$ cat src/rtl/regfile_wb_arbiter.sv
// Register file write-port arbiter for two write-back requesters.
//   A: in-order MEM/WB stage, B: multi-cycle unit (mult/div, late load).
// Each requester owns a one-entry holding buffer; a registered arbiter drives
// the single register file write port. Decode hazard flags cover results that
// are still held here, because the register file bypass only sees the active write.
// Ports:
//   clk, rst                  clock, synchronous active-high reset
//   a_valid/a_ready/a_addr/a_data   requester A handshake and payload
//   b_valid/b_ready/b_addr/b_data   requester B handshake and payload
//   raddr1/re1, raddr2/re2    decode read ports
//   hz1, hz2                  read port hits a held (unwritten) result
//   reg_we/reg_waddr/reg_wdata  registered register file write port
module regfile_wb_arbiter #(
  parameter int unsigned DATA_W     = 32,
  parameter int unsigned ADDR_W     = 5,
  parameter int unsigned STARVE_MAX = 4
) (
  input  logic              clk,
  input  logic              rst,
  input  logic              a_valid,
  output logic              a_ready,
  input  logic [ADDR_W-1:0] a_addr,
  input  logic [DATA_W-1:0] a_data,
  input  logic              b_valid,
  output logic              b_ready,
  input  logic [ADDR_W-1:0] b_addr,
  input  logic [DATA_W-1:0] b_data,
  input  logic [ADDR_W-1:0] raddr1,
  input  logic [ADDR_W-1:0] raddr2,
  input  logic              re1,
  input  logic              re2,
  output logic              hz1,
  output logic              hz2,
  output logic              reg_we,
  output logic [ADDR_W-1:0] reg_waddr,
  output logic [DATA_W-1:0] reg_wdata
);

  localparam int unsigned CNT_W = (STARVE_MAX < 1) ? 1 : $clog2(STARVE_MAX + 1);
  localparam logic [CNT_W-1:0] CNT_MAX = CNT_W'(STARVE_MAX);

  logic              ha_v, hb_v;
  logic [ADDR_W-1:0] ha_addr, hb_addr;
  logic [DATA_W-1:0] ha_data, hb_data;
  logic              b_older;
  logic [CNT_W-1:0]  starve_cnt;

  logic grant_a, grant_b;
  logic a_load, b_load;
  logic a_keep, b_keep;
  logic hit1, hit2;

  // One grant per cycle: sole entry wins; same address goes to the older
  // entry; otherwise A wins unless B has starved for STARVE_MAX cycles.
  always_comb begin
    grant_a = 1'b0;
    grant_b = 1'b0;
    if (ha_v && hb_v) begin
      if (ha_addr == hb_addr) begin
        grant_b = b_older;
        grant_a = !b_older;
      end else if (starve_cnt == CNT_MAX) begin
        grant_b = 1'b1;
      end else begin
        grant_a = 1'b1;
      end
    end else begin
      grant_a = ha_v;
      grant_b = hb_v;
    end
  end

  // A buffer frees up in the same cycle it is granted.
  assign a_ready = !rst && (!ha_v || grant_a);
  assign b_ready = !rst && (!hb_v || grant_b);

  // Writes to x0 are accepted but never buffered.
  assign a_load = a_valid && a_ready && (a_addr != '0);
  assign b_load = b_valid && b_ready && (b_addr != '0);

  assign a_keep = ha_v && !grant_a;
  assign b_keep = hb_v && !grant_b;

  // Held entries only; the entry on reg_we is forwarded by the register file.
  assign hit1 = (ha_v && (ha_addr == raddr1)) || (hb_v && (hb_addr == raddr1));
  assign hit2 = (ha_v && (ha_addr == raddr2)) || (hb_v && (hb_addr == raddr2));
  assign hz1  = !rst && re1 && (raddr1 != '0) && hit1;
  assign hz2  = !rst && re2 && (raddr2 != '0) && hit2;

  // Buffer payloads: no reset needed, qualified by the valid flags.
  always_ff @(posedge clk) begin
    if (a_load) begin
      ha_addr <= a_addr;
      ha_data <= a_data;
    end
    if (b_load) begin
      hb_addr <= b_addr;
      hb_data <= b_data;
    end
  end

  // Valid flags, age flag, starvation counter and the write-port register.
  always_ff @(posedge clk) begin
    if (rst) begin
      ha_v       <= 1'b0;
      hb_v       <= 1'b0;
      b_older    <= 1'b0;
      starve_cnt <= '0;
      reg_we     <= 1'b0;
      reg_waddr  <= '0;
      reg_wdata  <= '0;
    end else begin
      ha_v <= a_load || a_keep;
      hb_v <= b_load || b_keep;

      // Simultaneous loads treat B as older.
      if (a_load && b_load) begin
        b_older <= 1'b1;
      end else if (a_load) begin
        b_older <= b_keep;
      end else if (b_load) begin
        b_older <= !a_keep;
      end

      if (!hb_v || grant_b) begin
        starve_cnt <= '0;
      end else if (grant_a && (starve_cnt != CNT_MAX)) begin
        starve_cnt <= starve_cnt + CNT_W'(1);
      end

      reg_we <= grant_a || grant_b;
      if (grant_a) begin
        reg_waddr <= ha_addr;
        reg_wdata <= ha_data;
      end else if (grant_b) begin
        reg_waddr <= hb_addr;
        reg_wdata <= hb_data;
      end
    end
  end

endmodule
$ cat config.mk
export PLATFORM = sky130hd
export DESIGN_NAME = regfile_wb_arbiter
export DESIGN_NICKNAME = d
export VERILOG_FILES = /design/src/rtl/regfile_wb_arbiter.sv
export SDC_FILE = /design/constraint.sdc
export NUM_CORES = 1
export LEC_CHECK = 0
export CAP_MARGIN = 20
export CELL_PAD_IN_SITES_DETAIL_PLACEMENT = 1
export CELL_PAD_IN_SITES_GLOBAL_PLACEMENT = 2
export CORE_MARGIN = 2
export CORE_UTILIZATION = 34
export CTS_CLUSTER_SIZE = 20
export DETAILED_ROUTE_END_ITERATION = 8
export HOLD_SLACK_MARGIN = 0.12
export PLACE_DENSITY_LB_ADDON = 0.1
export SYNTH_ARGS = -nofsm -noshare
export SYNTH_HDL_FRONTEND = slang
export SYNTH_SLANG_ARGS = --single-unit
$ cat constraint.sdc
create_clock -name clk -period 12.5 [get_ports clk]
set_input_delay 1.25 -clock clk [delete_from_list [all_inputs] [get_ports clk]]
set_output_delay 1.25 -clock clk [all_outputs]
set_load 0.03 [all_outputs]
Word level (Yosys, flattened, before mapping)
Cells that the tools add are included.
Storage, ports and cells
  flip-flop bits (word level): 118
  bits in latches: 0
  bits in writable memories: 0
  bits in read-only memories: 0
  output and inout bits: 42
  logic and storage cells: 74
  memories: 0
Operators by class
  add/subtract/negate cells: 1
  $mul: 0
  divide/modulo/power cells: 0
  $lt $le $gt $ge: 0
  eq/ne operators: 7
  shift operators: 0
  muxes and demuxes: 13
  bitwise operators: 0
  reductions and logical operators: 42
Operators by type and width (count)
  two-way mux 32 bit: 2
  equality test 5 bit: 5
  logical AND 1 bit: 21
  nonzero test 5 bit: 4
  two-way mux 5 bit: 2
  two-way mux 1 bit: 9
  zero test 1 bit: 7
  logical OR 1 bit: 7
  adder 3 x 1 -> 3 bit, second input constant: 1
  equality test 3 bit, second input constant: 1
  != test 3 bit, second input constant: 1
  nonzero test 3 bit: 1
  nonzero test 2 bit: 1
  OR reduction 2 bit: 1

Logic depth before layout (Yosys ltp)
  word-level depth: 11
  mapped depth: 8
  depth with buffers taken out: 6

Least setup slack after synthesis
No wires, ideal clock.
  path kind: input -> register
  start: in rst
  end: reg ha_addr[0] (enable)
  library setup time: 0.485 ns
  data arrival time: 4.432 ns
  data required time: 12.015 ns
  setup slack: 7.583 ns
  cell stages on the path: 3
  path buffers: 2
  cell sequence: clkbuf_1 > clkbuf_1 > nor3b_1
Between the ends
  word-level cells in the longest chain between the ends: 4
Ends and longest elaborated chain
  start: declaration: RTL line 19  | input logic rst,
  zero test 1 bit: RTL line 74  | assign a_ready = !rst && (!ha_v || grant_a);
  logical AND 1 bit: RTL line 74
  logical AND 1 bit (2 in a row): RTL line 78  | assign a_load = a_valid && a_ready && (a_addr != '0);
  net a_load: RTL line 49  | logic a_load, b_load;
  end signal: assignment: RTL line 93  | ha_addr <= a_addr;
  end: declaration: RTL line 43  | logic [ADDR_W-1:0] ha_addr, hb_addr;
The timed path passes the listed nets, and every way through them passes these cells.
A chain may end at the register's enable or synchronous reset.

Final worst setup path
  start: in raddr1[3]
  end: out hz1
Between the ends
  word-level cells in the longest chain between the ends: 4
Ends and longest elaborated chain
  start: declaration: RTL line 28  | input logic [ADDR_W-1:0] raddr1,
  equality test 5 bit: RTL line 85  | assign hit1 = (ha_v && (ha_addr == raddr1)) || (hb_v && (hb_addr == raddr1));
  logical AND 1 bit: RTL line 85
  logical OR 1 bit: RTL line 85
  logical AND 1 bit (*): RTL line 87  | assign hz1 = !rst && re1 && (raddr1 != '0) && hit1;
  end: declaration: RTL line 32  | output logic hz1,
Every way passes the cells marked *; elsewhere a longest branch is shown, timed or not.

==> impl_metrics.tcl <==
set metrics [dict create \
    dieArea_sq_um 16800 \
    worstPathRequired_ns 11.25 \
    synth_area_leader_cell "edfxtp_1" \
    layout_common_cells "130 x clkdlybuf4s50_1, 74 x edfxtp_1, 45 x a21oi_1" \
    fin_util 0.478 \
    yosys.area_share.simple 0.121 \
    die_w_um 130 \
    coreArea_sq_um 15300 \
    routabilityCongestion 0.724 \
    worstPathMaxFanout 3 \
    synthMuxAreaShare 0.00187 \
    cp_top_family "buffers and inverters" \
    syn-num-nets 582 \
    synthFlopType "edfxtp_1" \
    hold_ws_ns 0.583 \
    outcome "finished clean" \
    rsz0062_at_grt "no" \
    slowest_delay_ns 0.72 \
    critPathSlowestCell "clkdlybuf4s50_1" \
    cts_buffers 17 \
    maxCapViolCount 0 \
    p_leak_nw 2.39 \
    post-place-ws_ns 7.77 \
    finClkSkew_ns 0.0131 \
    cts_tree "built" \
    cts-resized-gates 0 \
    final_area_sq_um 7320 \
    async_reset_ff_frac 0 \
    track_usage 0.209 \
    htree_levels 4 \
    placed_cells 781 \
    startpoint "raddr1[3]" \
    seqPwrFrac 0.431 \
    synth_top_family_by_area "compound AO/OA/AOI/OAI gates" \
    routed_via_density 5.67 \
    finalHoldViolCount 0 \
    dp_hpwl_mm 10.1 \
    tightest_slew_ns 1.04 \
    pin_count 132 \
    yosys-top-cells-area "edfxtp_1 41%, dfxtp_1 16%, o211ai_1 5.2%" \
    max-vdd-ir-drop_v 0.0000965 \
    clock_latency_ns 0.42 \
    endpoint_kind "output port" \
    die_h_um 130 \
    fin_crit_sh 0.381 \
    seq_area_frac_synth 0.579 \
    syn-cell-area_sq_um 5360 \
    setup_viol 0 \
    layout.cells.most_common "clkdlybuf4s50_1" \
    period_minus_slack_ns 4.77 \
    port_buffers 131 \
    route.vias.total 4603 \
    path_cells "clkdlybuf4s50_1 -> xor2_1 -> nor4_1 -> and3_1 -> a31oi_1 -> nor4b_1 -> clkdlybuf4s50_1" \
    min_from "hb_data[29]" \
    p_sw_mw 0.256 \
    synth_compound_area_frac 0.197 \
    cts.sinks 118 \
    ctsHoldBuffers 0 \
    p_per_area_nw_per_um2 144 \
    cts.path.max_buffers 2 \
    drtIter0Drc 204 \
    placed_cell_area_sq_um 6750 \
    wirelength_mm 17.1 \
    antenna_cells 0 \
    drtAntennaViolNets 0 \
    grt_pass1_wl_mm 26.5 \
    ctsRootBufferMaster "clkbuf_16" \
    synth_top_area_frac 0.415 \
    dr.pass1.iters 5 \
    num_rows 45 \
    cp-start-kind "primary input" \
    nets 681 \
    drive_gt1_frac 0.0799 \
    syn_avg_cell_area_sq_um 10.9 \
    synth_edf_count 74 \
    fin_setup_tns_ns 0 \
    worst-endpoint-arrival_ns 3.52 \
    hp-class "register to register" \
    initial_utilization 0.350 \
    yosys_warnings 0 \
    final-max-slew-violation-count 0 \
    switching_share 0.242 \
    layout_setup_ws_ns 7.73 \
    synth_xor_area_frac 0.0425 \
    yosys_register_bits 118 \
    reg2reg_from "ha_addr[4]" \
    max_freq_ghz 0.210 \
    drc_errors 0 \
    grt_start_max_net_pins 87 \
    cts_setup_buffers 0 \
    cp_common_cell "clkdlybuf4s50_1" \
    stdcell_count 812 \
    grt_pass1_vias 4959 \
    clkTransAtPathRegs_ns 0.05 \
    p_int_mw 0.802 \
    power_mw 1.06 \
    syn-instance-count 490 \
    grt_remaining_overflow 0 \
    relSlewSlack 0.305 \
    path_buf_inv 2 \
    antenna_found_initial 0 \
    yosysUniqueCellTypes 36 \
    routedWlPerCell_um 21.0 \
    synth-adder-area-share 0.00467 \
    p_clk_frac 0.450 \
    pwr-share-comb 0.119 \
    syn_to_final_growth_pct 36.6 \
    crit_type "primary input to output port" \
]
[final cells by class]
| class | count | area [sq um] |
|---|---|---|
| repair buffers | 138 | 1360 |
| fillers | 1614 | 7990 |
| flip-flops and latches | 118 | 3110 |
| inverters | 2 | 7.51 |
| clock buffers | 22 | 474 |
| multi-input cells | 312 | 2010 |
| well taps | 211 | 264 |
| clock inverters | 9 | 101 |
[final timing paths]
kind / endpoint / slack, ns / depth (start not counted)
max: hz1 / 7.73 / 7
max reg2reg: hb_data[11] / 9.48 / 6
min: reg_wdata[29] / 0.58 / 2
min reg2reg: reg_wdata[29] / 0.58 / 2
[cells by family after synthesis]
family,count (synthesis)
buf+inv,60
compound gates,164
fa+ha+maj,2
xor+xnor,26
simple gates,119
flops,118
mux,1
[layer usage]
layer,up-vias,GRT usage,share of wire
met5,-,0,0
met4,0,0.0778,0.013
met3,17,0.0520,0.050
met2,149,0.357,0.50
met1,2333,0.257,0.44
li1,2104,-,-
[state kept, by name (all words and copies together) (netlist names)]
register    cells
b_older         1
ha_addr         5
ha_data        32
ha_v            1
hb_addr         5
hb_data        32
hb_v            1
reg_waddr       5
reg_wdata      32
reg_we          1
starve_cnt      3
[synth_stat cells (all sizes together) (4+ instances only)]
cell type / number
edfxtp: 74
nand2: 7
dfxtp: 44
buf: 25
o211ai: 37
a22oi: 32
or4: 4
a31oi: 41
clkbuf: 33
a21oi: 46
o21ai: 5
nand4: 37
nor4: 7
xor2: 21
xnor2: 5
nor2: 44
nor3b: 8
[power by group through the flow]
stage	combinational, mW	clock (mW)	sequential (mW)
floorplan	0.0507	0	0.471
global placement	0.122	0	0.463
detailed placement	0.126	0	0.463
CTS	0.127	0.487	0.456
global route	0.135	0.502	0.458
finish	0.126	0.476	0.456
[worst reg2reg max path, cell delays in order, from the launching register on]
cell	delay [ns]
edfxtp_1	0.52
xor2_1	0.24
nor3_4	0.34
nand2_2	0.64
nand3_1	0.33
nor3b_2	0.25
buf_4	0.35
Note: power is estimated with default switching activity, not from simulation.
